[config.mk]
export PLATFORM = sky130hd
export DESIGN_NAME = dsp_mac_pipe
export DESIGN_NICKNAME = d
export VERILOG_FILES = /design/src/rtl/dsp_mac_pipe.sv
export SDC_FILE = /design/constraint.sdc
export NUM_CORES = 2
export LEC_CHECK = 0
export BUFFER_PORTS_ARGS = -buffer_cell sky130_fd_sc_hd__buf_2
export CAP_MARGIN = 20
export CORE_MARGIN = 10
export CORE_UTILIZATION = 58
export CTS_BUF_LIST = sky130_fd_sc_hd__clkbuf_8
export CTS_CLUSTER_DIAMETER = 30
export DETAILED_ROUTE_END_ITERATION = 7
export MAX_ROUTING_LAYER = met4
export PLACE_DENSITY = 0.85
export SYNTH_ARGS = -nofsm -noshare
export SYNTH_HDL_FRONTEND = slang
export SYNTH_SLANG_ARGS = --single-unit
[constraint.sdc]
create_clock -name clk -period 24 [get_ports clk]
set_input_delay 4.8 -clock clk [delete_from_list [all_inputs] [get_ports clk]]
set_output_delay 4.8 -clock clk [all_outputs]
set_load 0.005 [all_outputs]
[src/rtl/dsp_mac_pipe.sv]
// rtl/dsp_mac_pipe.sv - pipelined pre-add / multiply / accumulate slice
//
// Purpose: computes (a+d)*b and combines it with c, the cascade input pcin or
// the running accumulator p, with optional saturation and a sticky overflow
// flag. Beats are accepted every enabled cycle. The result appears PIPE+2
// enabled edges after the edge that samples the operands.
//
// Ports:
//   clk        rising-edge clock
//   rst        asynchronous active-high reset
//   en         global clock enable; low freezes every register
//   in_valid   operand beat present
//   first      beat starts a new accumulation
//   mode       00 (a+d)*b+c, 01 acc+(a+d)*b, 10 (a+d)*b+pcin, 11 acc-(a+d)*b
//   a, d       signed pre-adder operands (A_W)
//   b          signed multiplier operand (B_W)
//   c, pcin    signed addend / cascade input (ACC_W)
//   p, pcout   signed result and cascade output (identical)
//   out_valid  p updated this cycle with a new beat
//   acc_count  beats in the current accumulation, saturating at 65535
//   ovf        sticky overflow flag
module dsp_mac_pipe #(
  parameter int A_W      = 27,
  parameter int B_W      = 18,
  parameter int ACC_W    = 48,
  parameter int PIPE     = 2,
  parameter int SATURATE = 0
) (
  input  logic                    clk,
  input  logic                    rst,
  input  logic                    en,
  input  logic                    in_valid,
  input  logic                    first,
  input  logic [1:0]              mode,
  input  logic signed [A_W-1:0]   a,
  input  logic signed [A_W-1:0]   d,
  input  logic signed [B_W-1:0]   b,
  input  logic signed [ACC_W-1:0] c,
  input  logic signed [ACC_W-1:0] pcin,
  output logic signed [ACC_W-1:0] p,
  output logic signed [ACC_W-1:0] pcout,
  output logic                    out_valid,
  output logic [15:0]             acc_count,
  output logic                    ovf
);

  localparam int PA_W = A_W + 1;
  localparam int PR_W = A_W + B_W + 1;
  // Sideband stages: 0 = sampled inputs, 1 = pre-add, 2..PIPE+1 = multiplier.
  localparam int NS = PIPE + 2;
  localparam int FS = PIPE + 1;
  localparam logic [ACC_W-1:0] ACC_MAX = {1'b0, {(ACC_W-1){1'b1}}};
  localparam logic [ACC_W-1:0] ACC_MIN = {1'b1, {(ACC_W-1){1'b0}}};

  // Illegal parameter sets fail elaboration on a missing module.
  if (ACC_W < PR_W || PIPE < 1 || PIPE > 4) begin : g_bad_param
    dsp_mac_pipe_illegal_parameters u_bad ();
  end

  logic signed [A_W-1:0]   s0_a;
  logic signed [A_W-1:0]   s0_d;
  logic signed [B_W-1:0]   s0_b;
  logic signed [PA_W-1:0]  s1_pre;
  logic signed [B_W-1:0]   s1_b;
  logic signed [PR_W-1:0]  prod_q [PIPE];

  logic                    vld_q   [NS];
  logic                    first_q [NS];
  logic [1:0]              mode_q  [NS];
  logic [ACC_W-1:0]        c_q     [NS];
  logic [ACC_W-1:0]        pcin_q  [NS];

  logic signed [PR_W-1:0]  pre_x;
  logic signed [PR_W-1:0]  b_x;

  assign pre_x = {{(PR_W-PA_W){s1_pre[PA_W-1]}}, s1_pre};
  assign b_x   = {{(PR_W-B_W){s1_b[B_W-1]}}, s1_b};

  always_ff @(posedge clk or posedge rst) begin
    if (rst) begin
      s0_a   <= '0;
      s0_d   <= '0;
      s0_b   <= '0;
      s1_pre <= '0;
      s1_b   <= '0;
      for (int k = 0; k < PIPE; k++) prod_q[k] <= '0;
      for (int k = 0; k < NS; k++) begin
        vld_q[k]   <= 1'b0;
        first_q[k] <= 1'b0;
        mode_q[k]  <= 2'b00;
        c_q[k]     <= '0;
        pcin_q[k]  <= '0;
      end
    end else if (en) begin
      s0_a       <= a;
      s0_d       <= d;
      s0_b       <= b;
      vld_q[0]   <= in_valid;
      first_q[0] <= first;
      mode_q[0]  <= mode;
      c_q[0]     <= c;
      pcin_q[0]  <= pcin;
      s1_pre     <= {s0_a[A_W-1], s0_a} + {s0_d[A_W-1], s0_d};
      s1_b       <= s0_b;
      // Full-width signed product: the true result always fits PR_W bits.
      prod_q[0]  <= pre_x * b_x;
      for (int k = 1; k < PIPE; k++) prod_q[k] <= prod_q[k-1];
      for (int k = 1; k < NS; k++) begin
        vld_q[k]   <= vld_q[k-1];
        first_q[k] <= first_q[k-1];
        mode_q[k]  <= mode_q[k-1];
        c_q[k]     <= c_q[k-1];
        pcin_q[k]  <= pcin_q[k-1];
      end
    end
  end

  logic [ACC_W:0]   prod_ext;
  logic [ACC_W-1:0] base;
  logic [ACC_W:0]   sum;
  logic             ovf_now;
  logic [ACC_W-1:0] res;

  always_comb begin
    prod_ext = {{(ACC_W+1-PR_W){prod_q[PIPE-1][PR_W-1]}}, prod_q[PIPE-1]};
    case (mode_q[FS])
      2'b00:   base = c_q[FS];
      2'b10:   base = pcin_q[FS];
      default: base = first_q[FS] ? c_q[FS] : p;
    endcase
    if (mode_q[FS] == 2'b11) sum = {base[ACC_W-1], base} - prod_ext;
    else                     sum = {base[ACC_W-1], base} + prod_ext;
    // The ACC_W+1 sum is exact; disagreeing top bits mean p cannot hold it.
    ovf_now = sum[ACC_W] ^ sum[ACC_W-1];
    res     = sum[ACC_W-1:0];
    if (SATURATE != 0 && ovf_now) res = sum[ACC_W] ? ACC_MIN : ACC_MAX;
  end

  always_ff @(posedge clk or posedge rst) begin
    if (rst) begin
      p         <= '0;
      out_valid <= 1'b0;
      acc_count <= '0;
      ovf       <= 1'b0;
    end else if (en) begin
      out_valid <= vld_q[FS];
      if (vld_q[FS]) begin
        p <= res;
        if (first_q[FS] || !mode_q[FS][0]) acc_count <= 16'd1;
        else if (acc_count != 16'hFFFF)    acc_count <= acc_count + 16'd1;
        if (ovf_now)          ovf <= 1'b1;
        else if (first_q[FS]) ovf <= 1'b0;
      end
    end
  end

  assign pcout = p;

endmodule

# Word-level counts from Yosys, hierarchy flattened
# Index checks and enable logic that the tools add are counted.
# classes
n_addsub,4
multipliers,1
eq_ne,3
n_mux,7
bitwise,1
n_reduce_logical,8
# op_table
cell,n
$pmux W48 S2,1
$add A48 B46 Y49,1
$mux W49,1
$sub A48 B46 Y49,1
$mux W48,1
$mul A28 B18 Y46,1
$mux W16,2
$add A27 B27 Y28,1
$add A16 B1 Y16 const B,1
$ne A16 B16 Y1 const B,1
$reduce_and A3 Y1,2
$eq A2 B2 Y1 const B,2
$reduce_bool A2 Y1,2
$logic_not A2 Y1,1
$mux W1,2
$reduce_and A2 Y1,1
$logic_not A1 Y1,1
$logic_or A1 B1 Y1,1
$xor A1 B1 Y1,1
# totals
regBits,676
in_bits,175
output_inout_bits,114
elab_cells,55

# Logic depth before layout (Yosys ltp)
# depth
depth_word,7
depth_mapped,28
depth_no_buf,25

# Least setup slack after synthesis
# Ideal clock, no wire load.
# synth_path
kind,reg2reg
start,register s1_b[9]
end,register prod_q[90] (netlist bit)
setup_ns,0.125
t_arrival_ns,6.685
required_time_ns,23.875
path_slack_ns,17.191
path_stages_with_launch,26
n_path_buf,3
period_less_slack_ns,6.809
cell_sequence,dfrtp_1 clkbuf_1 clkbuf_1 nand2_1 fa_1 inv_1 fa_1 fa_1 fa_1 fa_1 inv_1 fa_1 inv_1 ha_1 clkbuf_1 a21o_1 a21o_1 a21o_1 a211oi_1 o21ai_0 a221oi_1 o21ai_1 o41ai_1 o21ai_1 xor2_1 mux2_2
# synth_via
elab_chain_len,1
# synth_lines
element,line_no,rtl
"start, declared",64,logic signed [B_W-1:0] s1_b;
"start signal, assigned",85,s1_b <= '0;
"start signal, assigned",104,s1_b <= s0_b;
$mul A28 B18 Y46,106,prod_q[0] <= pre_x * b_x;
"end, declared",65,logic signed [PR_W-1:0] prod_q [PIPE];
# No other way between the ends.
# A chain may end at the register's enable or synchronous reset.

# Final worst setup path
# layout_path
start,register s1_pre[9]
end,register prod_q[90] (netlist bit)
# layout_via
elab_chain_len,1
# layout_lines
element,line_no,rtl
"start, declared",63,logic signed [PA_W-1:0] s1_pre;
"start signal, assigned",103,"s1_pre <= {s0_a[A_W-1], s0_a} + {s0_d[A_W-1], s0_d};"
$mul A28 B18 Y46,106,
# No other way between the ends.

==> results.cfg <==
[logic_synthesis]
syn_nets = 5382
ys_seq_area_frac = 0.347
syn-cell-area_sq_mm = 0.0487
syn_avg_cell_area_sq_um = 10.8
async_flop_share = 1.00
syn_inst = 4526
ys_seq_elements = 676
yosysWarnings = 0
synth-edff-count = 0
synth.distinct_cells = 73
synthFlopType = dfrtp_1

[floorplanning]
start_util = 0.584
row_count = 106
die-area_sq_mm = 0.0960
design.core.area_sq_mm = 0.0834
ios = 289
fp.dieH_um = 310
die_x_um = 310

[routing]
first_pass_iters = 7
dr_total_vias = 33900
route.detailed.vias_per_inst = 5.75
wl_per_cell_um = 20.3
drt-initial-drc-count = 2366
ant_nets = 0
wl_um = 119000
drc = 0

[worst_setup_path]
cp.arrival_ps = 8540
setup.worst_path.end = prod_q[90]$_DFFE_PP0P_
startpoint = s1_pre[9]$_DFFE_PP0P_
crit_fanout = 22
regToRegStartpoint = s1_pre[9]$_DFFE_PP0P_
rr_worst_depth = 23
r2r_end = prod_q[90]$_DFFE_PP0P_
slowest_stage = dfrtp_1
crit_chain = and2_1 -> fa_1 -> fa_1 -> ha_1 -> inv_1 -> fa_1 -> inv_1 -> fa_1 -> inv_1 -> fa_1 -> inv_1 -> ha_1 -> a211oi_1 -> o211ai_1 -> a41o_1 -> a221oi_2 -> nor4b_1 -> a221oi_1 -> o21ai_1 -> o41ai_1 -> o21ai_1 -> xor2_1 -> mux2_2
critPathMostFrequentCell = fa_1
max_stage_delay_ps = 1080
start_kind = flip-flop
required_ps = 24660
critPathCaptureType = flip-flop
rrSetupSlack_ps = 16120
path_class = flip-flop to flip-flop

[timing]
timing.fmax_mhz = 127
rsz0062_at_grt = false
clock_skew_ps = 41.2
final-hold-violation-count = 0
post-route-min-period_ps = 7880
final-setup-viol-count = 0
worst_pin_slew_ps = 1210
totalNegativeSetupSlack_ps = 0
finalHoldWorstSlack_ps = 474
slew_headroom = 0.191
slew_violations = 0
min_period_over_period = 0.328

[global_routing]
grt_antenna_before_repair = 2
grt_max_degree = 200
grt_pass1_wl_um = 193000
grt_pass1_vias = 36800
grt-ovfl-total = 0
track_usage = 0.261

[placement]
port_buffers = 288
dp_hpwl_um = 86400
dp.cells = 5650
postPlaceCellArea_sq_mm = 0.0506
gp_congestion = 0.931

[clocking]
ctsResizeCount = 0
cts_sinks = 676
clock_latency_ps = 810
clockBufferDepth = 3
numCtsBuffers = 132
cts_root_buffer = clkbuf_8
cts_tree = yes
hold_buffers = 0
cts_setup_buffers = 0
path_clk_slew_ps = 60
cts.htree.levels = 4

[job]
cap_violations = 0

[run_status]
status = completed

[layout]
instances_no_fill = 5895
final_cell_area_sq_mm = 0.0537
final_layout_size_suffix_gt1_frac = 0.239
num-nets-final = 5567
area_growth_pct = 10.2

[worst_hold_path]
hold_class = flip-flop to flip-flop
## cells by family (layout without fill, tap and decap cells)
kind of cell / count (synthesis) / in the layout / synth area share
buf+inv: 887 / 1171 / 0.0720
mux: 587 / 587 / 0.136
other cells: 0 / 5 / 0
compound gates: 509 / 509 / 0.0674
fa+ha+maj: 681 / 681 / 0.250
simple gates: 1036 / 1036 / 0.100
xor+xnor: 150 / 150 / 0.0273
flops: 676 / 676 / 0.347
## synthesized netlist by cell type, drive strengths merged (17+ instances only)
library cell    n  area (sq um)
o21a           23           173
xor2           69           623
nand3          32           160
a211oi         24           180
nor2          122           458
fa            491          9830
a21oi         115           576
mux2          582          6550
clkbuf        220           826
nor3           25           135
nand4          17           113
nand2         526          1970
buf            55           387
a22oi          46           345
inv           611          2290
a21o           52           390
o31ai          26           195
o21ai         134           671
dfrtp         676         16900
and2          220          1380
xnor2          81           709
nand2b         28           175
ha            190          2380
## cells in the final DEF, fill, tap and decap left out, drive strengths merged, types with 7 or more instances in the layout
cell type,count
a211oi,24
a21boi,8
a21o,52
a21oi,115
a22oi,46
a31oi,9
and2,220
and3,12
buf,326
bufinv,7
clkbuf,159
clkinv,30
dfrtp,676
fa,491
ha,190
inv,644
mux2,582
nand2,526
nand2b,28
nand3,32
nand4,17
nor2,122
nor2b,16
nor3,25
o211ai,10
o21a,23
o21ai,134
o21bai,12
o31ai,26
o41ai,8
or2,7
or3,7
or4,9
xnor2,81
xor2,69
## per-stage QoR
stage                util  setup WS, ps
floorplan               -           250
global placement    0.607         15450
detailed placement  0.607         15400
CTS                 0.641         16140
global route        0.644         15740
finish              0.644         16120
## critical path: cells and delay by family, from the launching register on
family,cells,cell delay [ps]
AOI/OAI and AO/OA,8,2610
xor gates and xnor gates,1,160
adders and majority gates,7,3010
buffers and inverters,4,200
DFF,1,1080
muxes,1,260
and+or+nand+nor,2,390
## registers in the layout (all words and copies together) (netlist names), 8 cells and up
| name | count |
|---|---|
| pcin_q | 192 |
| prod_ext | 46 |
| s1_b | 18 |
| s1_pre | 28 |
| s0_b | 18 |
| s0_d | 27 |
| mode_q | 8 |
| c_q | 192 |
| p | 48 |
| acc_count | 16 |
| prod_q | 46 |
| s0_a | 27 |
## how the worst min path moves through the flow
stage                             endpoint  cells past startpoint                   start
global route          vld_q[1]$_DFFE_PP0P_                      1    vld_q[2]$_DFFE_PP0P_
floorplan           prod_q[71]$_DFFE_PP0P_                      2  prod_q[71]$_DFFE_PP0P_
CTS                   vld_q[1]$_DFFE_PP0P_                      1    vld_q[2]$_DFFE_PP0P_
detailed placement  prod_q[71]$_DFFE_PP0P_                      2  prod_q[71]$_DFFE_PP0P_
global placement    prod_q[59]$_DFFE_PP0P_                      1  prod_q[59]$_DFFE_PP0P_
finish                vld_q[1]$_DFFE_PP0P_                      1    vld_q[2]$_DFFE_PP0P_
## final cells by class
cell class,count,area [sq um]
antenna,5,12.5
multi-input combinational,2963,28300
fill,6008,29700
sequential,676,16900
inverter,612,2300
clock buffer,159,2190
tap,1080,1350
timing repair buffer,326,1890
clock inverter,74,689
## layer usage
metal / up-vias / part of all wire / GRT usage
li1: 15000 / - / -
met1: 17200 / 0.38 / 0.301
met2: 1359 / 0.51 / 0.438
met3: 366 / 0.075 / 0.0541
met4: 0 / 0.041 / 0.116
met5: - / 0 / -
Power is left out: the tool's default activity adds up to more than one toggle a clock period on the data nets, which glitch-free logic cannot reach.
